File: src/rtl/cpu_multi.sv
// Multicycle MIPS-subset core: PC/IR/register file/ALU with a req/ready memory port.
// Stops in HALT on BREAK and in TRAP on illegal encodings or misaligned data addresses.
module cpu_multi #(
  parameter logic [31:0] RESET_PC = 32'h0000_0000,
  parameter int unsigned ADDR_W   = 32
) (
  input  logic              clk,
  input  logic              reset,
  output logic              mem_req,
  output logic              mem_we,
  output logic [ADDR_W-1:0] mem_addr,
  output logic [31:0]       mem_wdata,
  input  logic [31:0]       mem_rdata,
  input  logic              mem_ready,
  output logic              halted,
  output logic              illegal,
  output logic [31:0]       pc_dbg
);

  localparam logic [2:0] S_FETCH  = 3'd0;
  localparam logic [2:0] S_DECODE = 3'd1;
  localparam logic [2:0] S_EXEC   = 3'd2;
  localparam logic [2:0] S_MEM    = 3'd3;
  localparam logic [2:0] S_WB     = 3'd4;
  localparam logic [2:0] S_HALT   = 3'd5;
  localparam logic [2:0] S_TRAP   = 3'd6;

  localparam logic [5:0] OP_R    = 6'h00;
  localparam logic [5:0] OP_J    = 6'h02;
  localparam logic [5:0] OP_BEQ  = 6'h04;
  localparam logic [5:0] OP_ADDI = 6'h08;
  localparam logic [5:0] OP_LW   = 6'h23;
  localparam logic [5:0] OP_SW   = 6'h2B;

  localparam logic [5:0] FN_BREAK = 6'h0D;
  localparam logic [5:0] FN_ADD   = 6'h20;
  localparam logic [5:0] FN_SUB   = 6'h22;
  localparam logic [5:0] FN_AND   = 6'h24;
  localparam logic [5:0] FN_OR    = 6'h25;
  localparam logic [5:0] FN_SLT   = 6'h2A;

  logic [2:0]  state, state_nxt;
  logic [31:0] pc, pc_nxt;
  logic [31:0] ir, ir_nxt;
  logic [31:0] a, a_nxt;
  logic [31:0] b, b_nxt;
  logic [31:0] alu_out, alu_nxt;
  logic [31:0] mdr, mdr_nxt;
  logic [31:0] rf [32];

  logic              req_nxt;
  logic              we_nxt;
  logic [ADDR_W-1:0] addr_nxt;
  logic [31:0]       wdata_nxt;
  logic              halted_nxt;
  logic              illegal_nxt;

  logic        rf_we;
  logic [4:0]  rf_waddr;
  logic [31:0] rf_wdata;

  logic [5:0]  opcode;
  logic [4:0]  rs, rt, rd;
  logic [5:0]  funct;
  logic [31:0] imm_sext;
  logic [31:0] rf_rs, rf_rt;
  logic [31:0] ea;
  logic [31:0] r_result;
  logic        legal;
  logic        handshake;

  assign opcode    = ir[31:26];
  assign rs        = ir[25:21];
  assign rt        = ir[20:16];
  assign rd        = ir[15:11];
  assign funct     = ir[5:0];
  assign imm_sext  = {{16{ir[15]}}, ir[15:0]};
  assign rf_rs     = (rs == 5'd0) ? 32'd0 : rf[rs];
  assign rf_rt     = (rt == 5'd0) ? 32'd0 : rf[rt];
  assign ea        = a + imm_sext;
  assign handshake = mem_req & mem_ready;
  assign pc_dbg    = pc;

  // Encoding legality, checked in DECODE
  always_comb begin
    legal = 1'b0;
    case (opcode)
      OP_R: begin
        case (funct)
          FN_ADD, FN_SUB, FN_AND, FN_OR, FN_SLT, FN_BREAK: legal = 1'b1;
          default:                                         legal = 1'b0;
        endcase
      end
      OP_ADDI, OP_LW, OP_SW, OP_BEQ, OP_J: legal = 1'b1;
      default:                             legal = 1'b0;
    endcase
  end

  // R-type ALU
  always_comb begin
    r_result = 32'd0;
    case (funct)
      FN_ADD:  r_result = a + b;
      FN_SUB:  r_result = a - b;
      FN_AND:  r_result = a & b;
      FN_OR:   r_result = a | b;
      FN_SLT:  r_result = ($signed(a) < $signed(b)) ? 32'd1 : 32'd0;
      default: r_result = 32'd0;
    endcase
  end

  // Next-state, datapath and registered-output logic
  always_comb begin
    state_nxt = state;
    pc_nxt    = pc;
    ir_nxt    = ir;
    a_nxt     = a;
    b_nxt     = b;
    alu_nxt   = alu_out;
    mdr_nxt   = mdr;
    we_nxt    = mem_we;
    addr_nxt  = mem_addr;
    wdata_nxt = mem_wdata;
    rf_we     = 1'b0;
    rf_waddr  = (opcode == OP_R) ? rd : rt;
    rf_wdata  = (opcode == OP_LW) ? mdr : alu_out;

    unique case (state)
      S_FETCH: begin
        if (handshake) begin
          ir_nxt    = mem_rdata;
          pc_nxt    = pc + 32'd4;
          state_nxt = S_DECODE;
        end
      end
      S_DECODE: begin
        a_nxt     = rf_rs;
        b_nxt     = rf_rt;
        alu_nxt   = pc + (imm_sext << 2);
        state_nxt = legal ? S_EXEC : S_TRAP;
      end
      S_EXEC: begin
        case (opcode)
          OP_R: begin
            if (funct == FN_BREAK) begin
              state_nxt = S_HALT;
            end else begin
              alu_nxt   = r_result;
              state_nxt = S_WB;
            end
          end
          OP_ADDI: begin
            alu_nxt   = ea;
            state_nxt = S_WB;
          end
          OP_LW, OP_SW: begin
            alu_nxt = ea;
            if (ea[1:0] != 2'b00) begin
              state_nxt = S_TRAP;
            end else begin
              we_nxt    = (opcode == OP_SW);
              addr_nxt  = ADDR_W'(ea);
              wdata_nxt = b;
              state_nxt = S_MEM;
            end
          end
          OP_BEQ: begin
            if (a == b) pc_nxt = alu_out;
            state_nxt = S_FETCH;
          end
          OP_J: begin
            pc_nxt    = {pc[31:28], ir[25:0], 2'b00};
            state_nxt = S_FETCH;
          end
          default: state_nxt = S_TRAP;
        endcase
      end
      S_MEM: begin
        if (handshake) begin
          if (opcode == OP_LW) begin
            mdr_nxt   = mem_rdata;
            state_nxt = S_WB;
          end else begin
            state_nxt = S_FETCH;
          end
        end
      end
      S_WB: begin
        rf_we     = (rf_waddr != 5'd0);
        state_nxt = S_FETCH;
      end
      S_HALT, S_TRAP: state_nxt = state;
      default:        state_nxt = S_TRAP;
    endcase

    // Bus values for the cycle that follows; fetch always reads at the updated PC
    req_nxt = (state_nxt == S_FETCH) || (state_nxt == S_MEM);
    if (state_nxt == S_FETCH) begin
      we_nxt   = 1'b0;
      addr_nxt = ADDR_W'(pc_nxt);
    end
    halted_nxt  = (state_nxt == S_HALT) || (state_nxt == S_TRAP);
    illegal_nxt = (state_nxt == S_TRAP);
  end

  always_ff @(posedge clk or negedge reset) begin
    if (!reset) begin
      state     <= S_FETCH;
      pc        <= RESET_PC;
      ir        <= 32'd0;
      a         <= 32'd0;
      b         <= 32'd0;
      alu_out   <= 32'd0;
      mdr       <= 32'd0;
      mem_req   <= 1'b0;
      mem_we    <= 1'b0;
      mem_addr  <= '0;
      mem_wdata <= 32'd0;
      halted    <= 1'b0;
      illegal   <= 1'b0;
    end else begin
      state     <= state_nxt;
      pc        <= pc_nxt;
      ir        <= ir_nxt;
      a         <= a_nxt;
      b         <= b_nxt;
      alu_out   <= alu_nxt;
      mdr       <= mdr_nxt;
      mem_req   <= req_nxt;
      mem_we    <= we_nxt;
      mem_addr  <= addr_nxt;
      mem_wdata <= wdata_nxt;
      halted    <= halted_nxt;
      illegal   <= illegal_nxt;
    end
  end

  // Register file; $0 is never written
  always_ff @(posedge clk or negedge reset) begin
    if (!reset) begin
      for (int i = 0; i < 32; i++) rf[i] <= 32'd0;
    end else if (rf_we) begin
      rf[rf_waddr] <= rf_wdata;
    end
  end

endmodule

File: config.mk
export PLATFORM = sky130hd
export DESIGN_NAME = cpu_multi
export DESIGN_NICKNAME = d
export VERILOG_FILES = /design/src/rtl/cpu_multi.sv
export SDC_FILE = /design/constraint.sdc
export NUM_CORES = 2
export LEC_CHECK = 0
export ABC_AREA = 1
export CAP_MARGIN = 0
export CELL_PAD_IN_SITES_DETAIL_PLACEMENT = 1
export CELL_PAD_IN_SITES_GLOBAL_PLACEMENT = 1
export CORE_MARGIN = 8
export CORE_UTILIZATION = 50
export CTS_CLUSTER_SIZE = 20
export DETAILED_ROUTE_END_ITERATION = 8
export GPL_TIMING_DRIVEN = 1
export MAX_ROUTING_LAYER = met4
export PLACE_DENSITY = 0.95
export SLEW_MARGIN = 15
export SYNTH_ARGS = -nofsm -noshare
export SYNTH_HDL_FRONTEND = slang
export SYNTH_SLANG_ARGS = --single-unit
File: constraint.sdc
create_clock -name clk -period 5.67 [get_ports clk]
set_clock_uncertainty 0.1 [all_clocks]
set_input_delay 0.8505 -clock clk [delete_from_list [all_inputs] [get_ports clk]]
set_output_delay 0.8505 -clock clk [all_outputs]
set_load 0.02 [all_outputs]
### After elaboration in Yosys (flattened, before gate mapping)

Index checks and enable logic that the tools add are counted.

* add/subtract/negate cells: 5
* order comparisons: 5
* eq/ne operators: 24
* multiplexer cells: 41
* bitwise gates (word level): 7
* reductions and logical operators: 24

Operators with widths (number)
* $bwmux W1024: 1
* $mux W32: 15
* $bmux W32 S5: 2
* $pmux W32 S2: 4
* $demux W32 S5: 1
* $pmux W32 S5: 1
* $add A32 B32 Y32: 3
* $eq A6 B6 Y1 const B: 7
* $add A32 B3 Y32 const B: 1
* $and A32 B32 Y32: 1
* $eq A32 B32 Y1: 1
* $lt A32 B32 Y1: 1
* $or A32 B32 Y32: 1
* $sub A32 B32 Y32: 1
* $ge A6 B6 Y1 const B: 3
* $not A5 Y6: 3
* $pmux W3 S6: 1
* $eq A3 B3 Y1 const B: 5
* $mux W3: 5
* $eq A6 B4 Y1 const B: 2
* $pmux W3 S4: 1
* $reduce_and A3 Y1: 4
* $logic_not A5 Y1: 2
* $eq A3 B2 Y1 const B: 3
* other kinds (22): 37

* bits in registers: 1287
* bits of input ports: 35
* output and inout port bits: 100
* word-level logic and storage cells: 151

### Depth between registers and ports, before layout

* depth after elaboration: 9
* mapped depth: 21
* gate-level depth less buffers: 20

### Worst setup path before layout

OpenSTA, ideal clock, no wires.

* path type: register to register
* from: register a[10]
* to: register mem_addr[13]
* library setup time: 0.138 ns
* arrival: 2.544 ns
* data required time: 5.432 ns
* setup slack: 2.888 ns
* stages on the path, launching flop included: 17
* path buffers: 2
* period minus slack after synthesis: 2.782 ns
* cells stage by stage: dfrtp_1 -> inv_1 -> ha_1 -> clkbuf_1 -> nor2_1 -> nand2_1 -> nor2_1 -> nand2_1 -> nor3_4 -> nand2_1 -> nand2_1 -> buf_2 -> nor2_1 -> o21ai_1 -> nand2_1 -> nand2_1 -> o211ai_1

* word-level cells in the longest chain between the ends: 5
* elaborated cells between the ends (all ways): 9
* those cells by class: 1 x add/sub; 1 x eq/ne; 7 x mux

Ends and longest elaborated chain
* start, declared: line 45 `logic [31:0] a, a_nxt;`
* start signal, assigned: line 225 `a <= a_nxt;`
* $eq A32 B32 Y1: line 168 `if (a == b) pc_nxt = alu_out;`
* $mux W32: line 168
* $pmux W32 S2: line 143 `case (opcode)`
* $pmux W32 S2: line 128 `unique case (state)`
* via pc_nxt[13]: line 43 `logic [31:0] pc, pc_nxt;`
* $mux W32: line 198 `if (state_nxt == S_FETCH) begin`
* end signal, assigned: line 231 `mem_addr <= addr_nxt;`
* end, declared: line 11 `output logic [ADDR_W-1:0] mem_addr,`

The timed path passes the listed nets, and every way through them passes these cells. The select of a mux whose other input is x is not followed.
A chain may end at the register's enable or synchronous reset.

### Final worst setup path

* from: register ir[28]
* to: register rf[272] (netlist bit)

* word-level cells in the longest chain between the ends: 8
* elaborated cells between the ends (all ways): 13
* those cells by class: 2 x order compare; 1 x eq/ne; 6 x mux; 1 x bitwise; 3 x reduce/logical

Ends and longest elaborated chain
* start, declared: line 44 `logic [31:0] ir, ir_nxt;`
* start signal, assigned: line 224 `ir <= ir_nxt;`
* $logic_not A6 Y1: line 125 `rf_waddr = (opcode == OP_R) ? rd : rt;`
* $mux W5: line 125
* $not A5 Y6 (implied by the code): line 243 `rf[rf_waddr] <= rf_wdata;`
* $ge A6 B6 Y1 (implied by the code) or $lt A6 B1 Y1 (tied branches): line 243
* $logic_and A1 B1 Y1 (implied by the code): line 243
* $mux W32 (implied by the code): line 243
* $demux W32 S5: line 243
* $bwmux W1024: line 243
* end signal, assigned by index: line 243
* end, declared: line 49 `logic [31:0] rf [32];`

Several ways; a longest one is shown, not always the timed one.

==> flow_summary_export.csv <==
group,metric,value,unit
logic_synthesis,async_flop_share,100,%
logic_synthesis,synth_compound_area_share,25.1,%
detailed_routing,num_vias,86800,
clock_tree,postCtsSetupBuffers,0,
die,rows,143,
clock_tree,cts_tree,"yes",
global_route,grt_pass1_wl,565000,µm
detailed_routing,postRouteAntennaNets,0,
min_path,holdPathEnd,"rf[995]",
power_and_ir_drop,power_density,236,nW/µm²
min_path,hp-class,"register to register",
worst_setup_path,start_kind,"register",
worst_setup_path,cp_max_fo,64,
clock_tree,cts_hold_buf,1,
logic_synthesis,synthAdderAreaFrac,2.81,%
worst_setup_path,critPathKind,"register to register",
die,fp.dieH,405,µm
global_route,grt_pass1_vias,90000,
layout,layout-drive-gt1-share,4.64,%
power_and_ir_drop,p_leak,36.8,nW
layout,nFillCells,18900,
clock_tree,cts_resized,0,
worst_setup_path,cp_data_arrival_time,5.43,ns
detailed_routing,drt_iter0_markers,12900,
sta,finalCritPeriodShare,85.2,%
worst_setup_path,cp.required,6.27,ns
logic_synthesis,synth_top_family_by_area,"compound AO/OA/AOI/OAI gates",
global_route,overflow,0,
logic_synthesis,synth_flop_cell,"dfrtp_1",
layout,multi_input_area,38000,µm²
place,io_buffers,134,
logic_synthesis,ys_warn_count,0,
logic_synthesis,synthMuxAreaShare,0.0149,%
detailed_routing,drc,0,
clock_tree,clk_latency,0.85,ns
sta,slew_violations,0,
sta,hold_viol_final,0,
layout,final_util,55.3,%
logic_synthesis,synth_nets,10800,
clock_tree,clkTransAtPathRegs,0.08,ns
min_path,hold_depth,0,
clock_tree,clkSinkCount,1287,
layout,syn2layout_area_growth,10.3,%
logic_synthesis,ys_seq_elements,1287,
die,die_w,405,µm
global_route,grt_use_total,46.2,%
clock_tree,numCtsBuffers,147,
die,core,151000,µm²
logic_synthesis,synth_edf_count,0,
worst_setup_path,r2r_start,"ir[28]",
worst_setup_path,end_kind,"register",
worst_setup_path,r2r-end,"rf[272]",
sta,fmax,207,MHz
status,outcome,"completed",
worst_setup_path,crit_path_top_delay_cell,"nand2_4",
logic_synthesis,synth_cell_types,53,
global_route,grt_max_degree,156,
sta,rsz0062_at_grt,"no",
clock_tree,clockBufferDepth,3,
layout,final_common_cell,"nand2_1",
logic_synthesis,synth_xor_area_share,0.370,%
logic_synthesis,synthSimpleGateAreaFrac,21.5,%
die,dieArea,164000,µm²
detailed_routing,wl,381000,µm
worst_setup_path,rrSetupSlack,0.84,ns
logic_synthesis,synth_cells,10600,
run,drv_cap,0,
worst_setup_path,r2r_cells,7,
sta,tns,0,ns
global_route,antenna_found_initial,34,
logic_synthesis,syn_area,75800,µm²
clock_tree,clock-root-buffer,"clkbuf_16",
detailed_routing,wl_per_cell,30.6,µm
min_path,min_from,"rf[995]",
logic_synthesis,yosysSeqAreaShare,42.5,%
sta,holdWs,0.281,ns
layout,nets,10500,
logic_synthesis,avgSynthCellArea,7.12,µm²
detailed_routing,routed_via_density,6.98,
die,io_pins,135,
layout,regArea,32200,µm²
layout,final_cell_mix,"nand2_1, o21ai_0, dfrtp_1, nor2_1, inv_1",
place,gp_congestion,1.03,
power_and_ir_drop,ir_worst_vdd,0.000349,V
clock_tree,cts_max_level,4,
sta,period_minus_slack,4.83,ns
die,initial_core_util,50.1,%
sta,worst_slew_pin_slew,1.38,ns
sta,setup_violations,0,
worst_setup_path,slowest_delay,0.91,ns
detailed_routing,firstDrtPassIters,9,
sta,slew_headroom,7.20,%
worst_setup_path,cp_cell_sequence,"nor2_1 -> nand3_1 -> o21ai_1 -> inv_1 -> nor4_2 -> nand2_4 -> o21ai_0",
place,dp_hpwl,233000,µm
[layout make-up]
class	instances	area share [%]
antenna	34	0.102
clock buffer	216	5.15
clock inverter	46	0.846
inverter	723	3.28
multi-input combinational	7803	45.5
sequential	1287	38.6
tap	2030	3.04
timing repair buffer	294	3.56
[how the worst max path moves through the flow]
stage | startpoint | end | slack (ns) | depth (start not counted)
global placement | ir[17] | b[5] | 1.57 | 8
CTS | ir[28] | rf[272] | 1.08 | 7
finish | ir[28] | rf[272] | 0.84 | 7
floorplan | a[10] | mem_addr[13] | 2.89 | 16
detailed placement | ir[30] | rf[111] | 1.38 | 7
global route | ir[28] | rf[272] | 0.73 | 7
[cells by family (layout without fill, tap and decap cells)]
logic type / Yosys count / in the layout
fa+ha+maj: 168 / 168
flops: 1287 / 1287
xor+xnor: 32 / 32
simple gates: 4103 / 4103
other cells: 0 / 34
mux: 1 / 1
buf+inv: 1547 / 1279
compound gates: 3499 / 3499
[stage by stage]
step | setup slack [ns] | power, mW | std cells | area [µm²]
2_1_floorplan | 2.89 | 9.36 | 10600 | 75800
3_3_place_gp | 1.57 | 9.61 | 12100 | 78500
3_5_place_dp | 1.38 | 9.61 | 12100 | 78500
4_1_cts | 1.08 | 19.6 | 12400 | 83500
5_1_grt | 0.732 | 20.0 | 12400 | 83600
6_report | 0.841 | 19.7 | 12400 | 83600
[routing by layer]
metal / global-route usage (%) / routed length [µm] / up-vias
li1: - / - / 35000
met1: 51.9 / 129000 / 42300
met2: 66.5 / 163000 / 7007
met3: 16.7 / 50900 / 2588
met4: 36.9 / 38200 / 0
met5: - / 0 / -
[cell usage after synthesis, drive strengths merged, types with 2 or more instances]
cell type  instances  share of area (%)
a32oi             46               0.53
o21bai            19               0.19
ha               164                2.7
nand2           2571                 13
nand3            339                2.2
a221oi            61               0.71
nor4              17               0.17
and3               4              0.033
clkbuf           763                3.8
a31oi              8              0.074
o31ai             14               0.14
clkinv             7              0.035
a31o               2              0.023
nand4             55               0.45
buf               61               0.35
a32o              19               0.25
nand3b            19               0.19
o211ai            68               0.67
fa                 4               0.11
o221ai            33               0.38
and2               4              0.033
nor2            1025                5.1
o21ai           2360                 16
a211oi            18               0.18
a22oi              7              0.069
or2               10              0.083
inv              716                3.5
xnor2             14               0.16
nor3              56               0.41
o311ai             6              0.069
o21a               5              0.050
o221a              7               0.10
a21oi            482                3.2
o2111ai            5              0.058
xor2              18               0.21
a21o              10              0.099
a21boi             7              0.069
o22ai            321                2.7
dfrtp           1287                 43
[flip-flops by register name, indices dropped and copies added (netlist names)]
register	count
illegal	1
alu_out	32
mem_we	1
b	32
pc_dbg	32
ir	32
mem_req	1
halted	1
mdr	32
state	3
rf	1024
mem_wdata	32
a	32
mem_addr	32
[report_power, final]
part	switching [mW]	internal, mW	leakage (nW)	total [mW]
logic	0.221	0.0385	16.8	0.259
registers	0	9.18	17.5	9.18
clock network	4.43	5.84	2.45	10.3
total	4.65	15.1	36.8	19.7
[worst max-delay path: cells and delay by family, from the launching register on]
family / cells / cell delay (ns)
flops: 1 / 0.41
simple gates: 4 / 2.39
compound gates: 2 / 1.43
buf+inv: 1 / 0.26
Note: power is estimated with default switching activity, not from simulation.
